**src/rtl/axi_lite_regfile_if.sv**
```systemverilog
// Bus bundle for the register-file slave: aw/w/b/ar/r channels, each a rdy/ack pair.
// The source drives rdy, the sink drives ack; a transfer happens on a rising clk edge when both are high.
interface axi_lite_regfile_if;
    logic        aw_rdy;
    logic        aw_ack;
    logic [5:0]  aw;
    logic        w_rdy;
    logic        w_ack;
    logic [31:0] w;
    logic        b_rdy;
    logic        b_ack;
    logic [1:0]  b;
    logic        ar_rdy;
    logic        ar_ack;
    logic [5:0]  ar;
    logic        r_rdy;
    logic        r_ack;
    logic [31:0] r;

    modport master (
        output aw_rdy, aw, w_rdy, w, b_ack, ar_rdy, ar, r_ack,
        input  aw_ack, w_ack, b_rdy, b, ar_ack, r_rdy, r
    );

    modport slave (
        input  aw_rdy, aw, w_rdy, w, b_ack, ar_rdy, ar, r_ack,
        output aw_ack, w_ack, b_rdy, b, ar_ack, r_rdy, r
    );
endinterface

```
**src/rtl/axi_lite_regfile.sv**
```systemverilog
// 16 x 32-bit register-file slave with independent write and read FSMs.
// Register 15 is a read-only ID; writing it returns SLVERR.
module axi_lite_regfile #(
    parameter logic [31:0] ID_VALUE = 32'h4E49_434F,
    parameter logic [31:0] RST_VAL  = 32'h0000_0000
) (
    input  logic               clk,
    input  logic               rst,
    axi_lite_regfile_if.slave  bus,
    output logic [1:0]         dbg_state
);
    typedef enum logic {W_COLLECT = 1'b0, W_RESP = 1'b1} w_state_t;
    typedef enum logic {R_IDLE = 1'b0, R_DATA = 1'b1} r_state_t;

    w_state_t    w_state, w_state_next;
    r_state_t    r_state, r_state_next;
    logic [31:0] regs [15];

    logic        aw_held, w_held;
    logic [3:0]  aw_idx;
    logic [31:0] w_data;
    logic        aw_fire, w_fire, b_fire, ar_fire, r_fire;
    logic        commit;
    logic [3:0]  wr_idx;
    logic [31:0] wr_data;
    logic [3:0]  rd_idx;
    logic        unused_addr_bits;

    assign aw_fire = bus.aw_rdy && bus.aw_ack;
    assign w_fire  = bus.w_rdy && bus.w_ack;
    assign b_fire  = bus.b_rdy && bus.b_ack;
    assign ar_fire = bus.ar_rdy && bus.ar_ack;
    assign r_fire  = bus.r_rdy && bus.r_ack;

    // Address and data may arrive on the same edge, so the live bus value stands in for a missing latch.
    assign commit  = (w_state == W_COLLECT) && (aw_held || aw_fire) && (w_held || w_fire);
    assign wr_idx  = aw_held ? aw_idx : bus.aw[5:2];
    assign wr_data = w_held ? w_data : bus.w;
    assign rd_idx  = bus.ar[5:2];

    assign unused_addr_bits = ^{bus.aw[1:0], bus.ar[1:0]};
    assign dbg_state = {w_state == W_RESP, r_state == R_DATA};

    // Write FSM
    always_ff @(posedge clk) begin
        if (!rst) w_state <= W_COLLECT;
        else      w_state <= w_state_next;
    end

    always_comb begin
        w_state_next = w_state;
        case (w_state)
            W_COLLECT: if (commit) w_state_next = W_RESP;
            W_RESP:    if (b_fire) w_state_next = W_COLLECT;
            default:   w_state_next = W_COLLECT;
        endcase
    end

    always_comb begin
        bus.aw_ack = 1'b0;
        bus.w_ack  = 1'b0;
        bus.b_rdy  = 1'b0;
        case (w_state)
            W_COLLECT: begin
                bus.aw_ack = rst && !aw_held;
                bus.w_ack  = rst && !w_held;
            end
            W_RESP:  bus.b_rdy = 1'b1;
            default: ;
        endcase
    end

    always_ff @(posedge clk) begin
        if (!rst) begin
            aw_held <= 1'b0;
            w_held  <= 1'b0;
            aw_idx  <= 4'd0;
            w_data  <= 32'd0;
            bus.b   <= 2'b00;
            for (int i = 0; i < 15; i++) regs[i] <= RST_VAL;
        end else begin
            if (b_fire) begin
                aw_held <= 1'b0;
                w_held  <= 1'b0;
            end else begin
                if (aw_fire) begin
                    aw_held <= 1'b1;
                    aw_idx  <= bus.aw[5:2];
                end
                if (w_fire) begin
                    w_held <= 1'b1;
                    w_data <= bus.w;
                end
            end
            if (commit) begin
                bus.b <= (wr_idx == 4'd15) ? 2'b10 : 2'b00;
                if (wr_idx != 4'd15) regs[wr_idx] <= wr_data;
            end
        end
    end

    // Read FSM
    always_ff @(posedge clk) begin
        if (!rst) r_state <= R_IDLE;
        else      r_state <= r_state_next;
    end

    always_comb begin
        r_state_next = r_state;
        case (r_state)
            R_IDLE:  if (ar_fire) r_state_next = R_DATA;
            R_DATA:  if (r_fire) r_state_next = R_IDLE;
            default: r_state_next = R_IDLE;
        endcase
    end

    always_comb begin
        bus.ar_ack = 1'b0;
        bus.r_rdy  = 1'b0;
        case (r_state)
            R_IDLE:  bus.ar_ack = rst;
            R_DATA:  bus.r_rdy = 1'b1;
            default: ;
        endcase
    end

    // Sampling regs with a non-blocking update means a same-edge write is seen only by later reads.
    always_ff @(posedge clk) begin
        if (!rst) begin
            bus.r <= 32'd0;
        end else if (ar_fire) begin
            bus.r <= (rd_idx == 4'd15) ? ID_VALUE : regs[rd_idx];
        end
    end
endmodule

```
**src/flat_wrapper.sv**
```systemverilog
// flat-port wrapper written by rule: the top's interface ports become plain ports
module axi_lite_regfile_flat 
#(
    parameter logic [31:0] ID_VALUE = 32'h4E49_434F,
    parameter logic [31:0] RST_VAL  = 32'h0000_0000
)
  (clk, rst, dbg_state, bus_aw_rdy, bus_aw, bus_w_rdy, bus_w, bus_b_ack, bus_ar_rdy, bus_ar, bus_r_ack, bus_aw_ack, bus_w_ack, bus_b_rdy, bus_b, bus_ar_ack, bus_r_rdy, bus_r);
  axi_lite_regfile_if bus_i ();
  input  logic clk;
  input  logic rst;
  output logic [1:0] dbg_state;
  input wire logic [$bits(bus_i.aw_rdy)-1:0] bus_aw_rdy;
  input wire logic [$bits(bus_i.aw)-1:0] bus_aw;
  input wire logic [$bits(bus_i.w_rdy)-1:0] bus_w_rdy;
  input wire logic [$bits(bus_i.w)-1:0] bus_w;
  input wire logic [$bits(bus_i.b_ack)-1:0] bus_b_ack;
  input wire logic [$bits(bus_i.ar_rdy)-1:0] bus_ar_rdy;
  input wire logic [$bits(bus_i.ar)-1:0] bus_ar;
  input wire logic [$bits(bus_i.r_ack)-1:0] bus_r_ack;
  output wire logic [$bits(bus_i.aw_ack)-1:0] bus_aw_ack;
  output wire logic [$bits(bus_i.w_ack)-1:0] bus_w_ack;
  output wire logic [$bits(bus_i.b_rdy)-1:0] bus_b_rdy;
  output wire logic [$bits(bus_i.b)-1:0] bus_b;
  output wire logic [$bits(bus_i.ar_ack)-1:0] bus_ar_ack;
  output wire logic [$bits(bus_i.r_rdy)-1:0] bus_r_rdy;
  output wire logic [$bits(bus_i.r)-1:0] bus_r;
  assign bus_i.aw_rdy = bus_aw_rdy;
  assign bus_i.aw = bus_aw;
  assign bus_i.w_rdy = bus_w_rdy;
  assign bus_i.w = bus_w;
  assign bus_i.b_ack = bus_b_ack;
  assign bus_i.ar_rdy = bus_ar_rdy;
  assign bus_i.ar = bus_ar;
  assign bus_i.r_ack = bus_r_ack;
  assign bus_aw_ack = bus_i.aw_ack;
  assign bus_w_ack = bus_i.w_ack;
  assign bus_b_rdy = bus_i.b_rdy;
  assign bus_b = bus_i.b;
  assign bus_ar_ack = bus_i.ar_ack;
  assign bus_r_rdy = bus_i.r_rdy;
  assign bus_r = bus_i.r;
  axi_lite_regfile #(.ID_VALUE(ID_VALUE), .RST_VAL(RST_VAL)) u_core (.clk(clk), .rst(rst), .bus(bus_i), .dbg_state(dbg_state));
endmodule
```
**config.mk**
```make
export PLATFORM = sky130hd
export DESIGN_NAME = axi_lite_regfile_flat
export DESIGN_NICKNAME = d
export VERILOG_FILES = /design/src/rtl/axi_lite_regfile_if.sv /design/src/rtl/axi_lite_regfile.sv /design/src/flat_wrapper.sv
export SDC_FILE = /design/constraint.sdc
export NUM_CORES = 1
export LEC_CHECK = 0
export CORE_MARGIN = 2
export CORE_UTILIZATION = 35
export DETAILED_ROUTE_END_ITERATION = 8
export PLACE_DENSITY = 0.53
export RECOVER_POWER = 50
export SETUP_SLACK_MARGIN = 0.3
export SLEW_MARGIN = 5
export SYNTH_ARGS = -nofsm -noshare
export SYNTH_HDL_FRONTEND = slang
export SYNTH_SLANG_ARGS = --single-unit
```
**constraint.sdc**
```tcl
create_clock -name clk -period 3.35 [get_ports clk]
set_clock_uncertainty 0.15 [all_clocks]
set_input_delay 1.005 -clock clk [delete_from_list [all_inputs] [get_ports clk]]
set_output_delay 1.005 -clock clk [all_outputs]
set_load 0.02 [all_outputs]
```
==> run metrics, run 1 <==
outcome complete, no violations; die height about 270 um; critical path's most frequent cell clkbuf_1; antenna cells 0; sequential power share 50.0%; Avg Cell Area, Syn around 14 sq um; vias per cell between 5 and 6; total of max-cap violations 0; Fin. Hold Viols 0; DP Area 0.0274 sq mm; Int Power roughly 12 mW; row count 96; Detailed Route WL a little under 70 mm; CORE AREA 0.0687 sq mm; post-DR wirelength/cell 23.8 um; CP peak stage delay between 0.4 and 0.5 ns; pwr/cell area 558 mW/mm^2; CP max FO 17; largest net degree at the start of global routing 41; final setup vio count 0; nets@finish roughly 2000; type of the most critical hold path register to register; Reg2Reg Setup Slack 0.63 ns; CTS Buf Count slightly below 60; H-tree Lvls 2; fin. max-slew vios 0; via count between 15000 and 20000; DP HPWL about 43 mm; design area roughly 0.029 sq mm; Clock Sinks 570; worst vdd ir a little under 0.4 mV; commonest non-fill, non-tap cell in the layout edfxtp_1; post-synthesis sequential area ratio 67.3%; met2 wire len ~35 mm; drt drc 0; Area Growth Syn to Fin 19.7%; Clk Latency, worst-skew pair about 0.64 ns; ratio of cells with drive above 1 in the final layout 19.3%; slowest CP cell clkbuf_2; yosys warns 0; CTS root buffer clkbuf_16; Max Root-Sink Buffers 3; M1 WL 28.5 mm; shortest period the worst path allows about 3.1 ns; Period Utilization, post-route between 90% and 100%; initial antenna violation count 0; die footprint 0.0716 sq mm; met3 WL between 4 and 5 mm; Placer Congestion approximately 0.76; post-synthesis cell area between 0.02 and 0.025 sq mm; Setup crit end kind register; worst-margin pin slew approximately 1.0 ns; WP data required 3.66 ns; Buffers on Ports 86; commonest non-fill, non-tap cells in the layout 497 x edfxtp_1, 488 x nor2_1, 99 x mux4_2, 95 x nand2_1, 76 x clkdlybuf4s50_1; TritonCTS clock tree built; switch share about a quarter; utilization after layout 42.4%; vias in the first global route 15700; Worst EP arrival 3.39 ns; Gate power share 9.2%; die width around 270 um; relative slew slack roughly a third; highest metal used met4; register bit total from synthesis 570; Distinct cells, synth 54; cts hold-fix bufs 0; Post-CTS Setup Inserts 0; global-route wire length before repair 102 mm; Initial Util a little over a third; 1st-pass router iterations 7; classification of the worst setup path primary input to register; initial DRC count 1279; total global-route track usage about a fifth; Clock power frac between 40% and 50%; Cells after Synth around 1800; fmax 325 MHz; io pins 92; critical path cell sequence clkdlybuf4s50_1 -> clkbuf_1 -> or3_1 -> a2111oi_0 -> clkbuf_1 -> nand2_1 -> clkbuf_2 -> nor2_1; crit path launch type primary input; Pleak ~11 nW; Post-DRT Antenna Nets 0; GRT Residual Overflow 0; CTS clk-pin slew, worst paths about 0.060 ns; RSZ-0062 raised after global routing false; Switch Pwr 3.82 mW
[final cells by class]
cell class                      instances  area [sq um]
Clock inverter                         23           254
Inverter                               34           128
Multi-Input combinational cell       1029          7200
Timing Repair Buffer                  235          2280
Clock buffer                           88          1710
Fill cell                            6450         39600
Tap cell                              931          1160
Sequential cell                       570         16400
[path summary, 6_finish.rpt]
| check | from | depth (start not counted) | endpoint |
|---|---|---|---|
| min | u_core.w_data[15] | 2 | u_core.w_data[15] |
| min reg2reg | u_core.w_data[15] | 2 | u_core.w_data[15] |
| max | bus_aw[2] | 8 | u_core.regs[0][28] |
| max reg2reg | u_core.w_held | 4 | u_core.regs[4][10] |
[cells by family after synthesis]
group | Yosys count | share of synthesized area (%)
AND/OR/NAND/NOR | 672 | 11.2
flip-flops | 570 | 67.3
multiplexers | 196 | 13.4
buffers and inverters | 187 | 3.54
AO/OA/AOI/OAI | 143 | 4.57
other | 1 | 0.0154
[critical path, delay by kind of cell]
| kind | cells | cell delay [ns] |
|---|---|---|
| AOI/OAI and AO/OA | 1 | 0.39 |
| buffers and inverters | 4 | 1.24 |
| and+or+nand+nor | 3 | 0.74 |
[flip-flops by register name, summed over array words and instances, names as in the netlist]
register	count
u_core.w_data	32
u_core.w_held	1
u_core.aw_held	1
u_core.regs	497
u_core.bus.b	1
u_core.r_state	1
u_core.w_state	1
u_core.bus.r	32
u_core.aw_idx	4
[through the flow]
| stage | cells | total power [mW] | setup slack [ns] | hold slack (ns) | setup TNS, ns |
|---|---|---|---|---|---|
| 4_1_cts | 2910 | 16.4 | 0.349 | 0.316 | 0 |
| 5_1_grt | 2910 | 16.8 | 0.172 | 0.341 | 0 |
| 3_3_place_gp | 2799 | 9.81 | -0.263 | 0.300 | -30.99 |
| 3_5_place_dp | 2799 | 9.84 | -0.293 | 0.308 | -28.01 |
| 2_1_floorplan | 1786 | 9.07 | 0.136 | 0.293 | 0 |
| 6_report | 2910 | 16.3 | 0.275 | 0.314 | 0 |
[synth_stat cells (all sizes together)]
cell     number  area (sq um)
mux4         99          2230
o32ai         2          17.5
o31ai         1          7.51
conb          1          3.75
a221o        13           130
edfxtp      497         14900
nand3         6          30.0
or3           1          6.26
nor2        488          1830
a2111oi       3          70.1
inv          34           128
o211a         1          10.0
mux2         40           450
and2          1          6.26
a211o         2          17.5
a31oi         2          12.5
a21boi       33           248
nand2       115           454
mux2i        57           571
and2b         1          7.51
and4b         1          10.0
o211ai       18           135
o221ai       13           114
dfxtp        73          1460
clkbuf       85           330
a21o          1          7.51
o21ai        15          75.1
nand2b        4          25.0
a22oi        17           128
buf          68           404
nand4         2          12.5
a21oi         5          25.0
and3          2          12.5
a32o          1          10.0
o22ai        13          81.3
nor2b        27           169
o21a          1          7.51
or3b          3          28.8
a211oi        1          7.51
nor3         15          75.1
nand3b        3          22.5
nor3b         2          20.0
or2           1          6.26
a221oi        1          8.76
[repair_timing]
action,4_1_cts,5_1_grt
resized for setup,5,1
hold endpoints to repair,0,0
pin swaps,0,0
endpoints found under the setup margin,3,3
[power by group through the flow]
stage               Sequential [mW]  Combinational [mW]  Clock, mW
finish                         8.13                1.50       6.63
floorplan                      8.26               0.812          0
detailed placement             8.28                1.56          0
global placement               8.26                1.55          0
CTS                            8.13                1.56       6.76
global route                   8.15                1.60       7.04
[layer usage]
| metal | GRT usage, % | vias up |
|---|---|---|
| li1 | - | 6715 |
| met1 | 25.6 | 7809 |
| met2 | 34.6 | 476 |
| met3 | 2.58 | 86 |
| met4 | 4.53 | 0 |
| met5 | 0 | - |
(Power assumes the default switching activity.)
==> run 2, diff against run 1 <==
--- a/config.mk
+++ b/config.mk
@@ -7,11 +7,12 @@
 export LEC_CHECK = 0
 export CORE_MARGIN = 2
 export CORE_UTILIZATION = 35
+export CTS_BUF_LIST = sky130_fd_sc_hd__clkbuf_4 sky130_fd_sc_hd__clkbuf_8 sky130_fd_sc_hd__clkbuf_16
 export DETAILED_ROUTE_END_ITERATION = 8
 export PLACE_DENSITY = 0.53
 export RECOVER_POWER = 50
 export SETUP_SLACK_MARGIN = 0.3
-export SLEW_MARGIN = 5
+export SLEW_MARGIN = 15
 export SYNTH_ARGS = -nofsm -noshare
 export SYNTH_HDL_FRONTEND = slang
 export SYNTH_SLANG_ARGS = --single-unit
==> run 2 against run 1 <==
Net effect:
- hold slack about the same
- power grew 0.84%
- utilization grew 0.093 points
- global-route usage is essentially flat
- wire length about the same
- flip-flop and latch count unchanged
- register-to-register slack better by 0.02 ns
- critical path type unchanged
- setup slack improved by 0.0069 ns
- critical endpoint is now u_core.regs[8][22]
- clock power grew 2%
==> run metrics, run 2 (same netlist as run 1, synthesis figures left out) <==
outcome complete, no violations; slowest CP cell a2111oi_0; nets@finish ~2000; initial antenna violation count 0; antenna cells 0; via count about 15000; Largest regs u_core.regs x497, u_core.bus.r x32, u_core.w_data x32; commonest non-fill, non-tap cell in the layout edfxtp_1; WP buf/inv 3; Period Utilization, post-route between 90% and 100%; H-tree Lvls 2; pwr/cell area 562 mW/mm^2; die footprint slightly above 0.07 sq mm; GRT Residual Overflow 0; utilization after layout between 40% and 50%; crit path launch type primary input; vias per cell 5.21; io pins 92; initial DRC count between 1000 and 1500; die height between 200 and 300 um; CORE AREA 0.0687 sq mm; Post-DRT Antenna Nets 0; final setup vio count 0; classification of the worst setup path primary input to register; Detailed Route WL approximately 69 mm; CTS clk-pin slew, worst paths approximately 0.06 ns; ratio of cells with drive above 1 in the final layout roughly a fifth; Buffers on Ports 86; Post-CTS Setup Inserts 0; Max Root-Sink Buffers 3; commonest non-fill, non-tap cells in the layout 497 x edfxtp_1, 488 x nor2_1, 99 x mux4_2, 95 x nand2_1, 76 x clkdlybuf4s50_1; critical path cell sequence clkdlybuf4s50_1 -> or3b_4 -> a2111oi_0 -> clkbuf_1 -> nand2_4 -> buf_4 -> nor2_1; DP Area ~0.027 sq mm; Area Growth Syn to Fin 20.0%; Setup crit end kind register; FILL cells between 6000 and 7000; relative slew slack 30.3%; post-DR wirelength/cell around 24 um; hold slack final 0.313 ns; row count 96; Clock Sinks 570; drt drc 0; 1st-pass router iterations 6; TritonCTS clock tree built; fmax between 300 and 400 MHz; CP max FO 32; WP data required approximately 3.7 ns; total global-route track usage roughly a fifth; CP peak stage delay between 0.5 and 0.6 ns; die width ~270 um; vias in the first global route around 16000; Crit path max-delay family buffers and inverters; shortest period the worst path allows just over 3 ns; total of max-cap violations 0; CTS root buffer clkbuf_16; Placer Congestion 0.765; Fin. Hold Viols 0; type of the most critical hold path register to register; CTS Buf Count slightly below 60; global-route wire length before repair 103 mm; largest net degree at the start of global routing between 40 and 50; design area just under 0.03 sq mm; Biggest register u_core.regs; worst-margin pin slew ~1.0 ns; Initial Util 35.4%; Clk Latency, worst-skew pair 0.64 ns; worst vdd ir approximately 0.38 mV; max reg flops between 400 and 500; final setup TNS 0 ns; Pleak between 10 and 15 nW; cts hold-fix bufs 0; Worst EP arrival around 3.4 ns; DP HPWL approximately 43 mm; fin. max-slew vios 0; RSZ-0062 raised after global routing false
## run 2: cell types whose count changed in the layout (fill, tap and decap cells not counted)
cell / change
clkbuf_1: -17
clkbuf_4: +17
## run 2: power breakdown
| part | switching (mW) | internal [mW] | total [mW] |
|---|---|---|---|
| registers | 0.116 | 8.01 | 8.12 |
| clock network | 2.80 | 3.97 | 6.77 |
| logic | 0.905 | 0.593 | 1.50 |
## run 2: per-stage QoR
| step | worst slack (ns) | instances | power (mW) |
|---|---|---|---|
| 2_1_floorplan | 0.136 | 1786 | 9.07 |
| 3_3_place_gp | -0.263 | 2799 | 9.81 |
| 3_5_place_dp | -0.293 | 2799 | 9.84 |
| 4_1_cts | 0.349 | 2910 | 16.6 |
| 5_1_grt | 0.172 | 2910 | 16.9 |
| 6_report | 0.282 | 2910 | 16.4 |
## run 2: layer usage
metal,up-vias,share of wire [%],global-route usage (%)
met5,-,0,0
met4,0,1.8,4.41
met3,87,5.8,2.59
met2,474,51,34.7
met1,7870,41,25.6
li1,6716,-,-
## run 2: final cells by class
class	count	area (sq um)	share of cell area [%]
clock inverters	23	254	0.870
repair buffers	235	2280	7.82
well taps	931	1160	3.99
flip-flops and latches	570	16400	56.1
inverters	34	128	0.437
multi-input cells	1029	7200	24.7
clock buffers	88	1770	6.06
## run 2: final timing paths
path	startpoint	endpoint	slack, ns	cells after the start
max	bus_aw[5]	u_core.regs[8][22]	0.28	7
min	u_core.w_data[15]	u_core.w_data[15]	0.31	2
max reg2reg	u_core.w_held	u_core.regs[4][10]	0.65	4
min reg2reg	u_core.w_data[15]	u_core.w_data[15]	0.31	2
## run 2: tightest hold or removal path: cells and delay by family (launching register included)
kind / cells / cell delay [ns]
and+or+nand+nor: 1 / 0.05
AOI/OAI and AO/OA: 1 / 0.06
DFF: 1 / 0.31
## run 2: timing repair
item                                    in CTS  in global routing
endpoints found under the setup margin       3                  3
cloned                                       0                  0
resized for setup                            5                  1
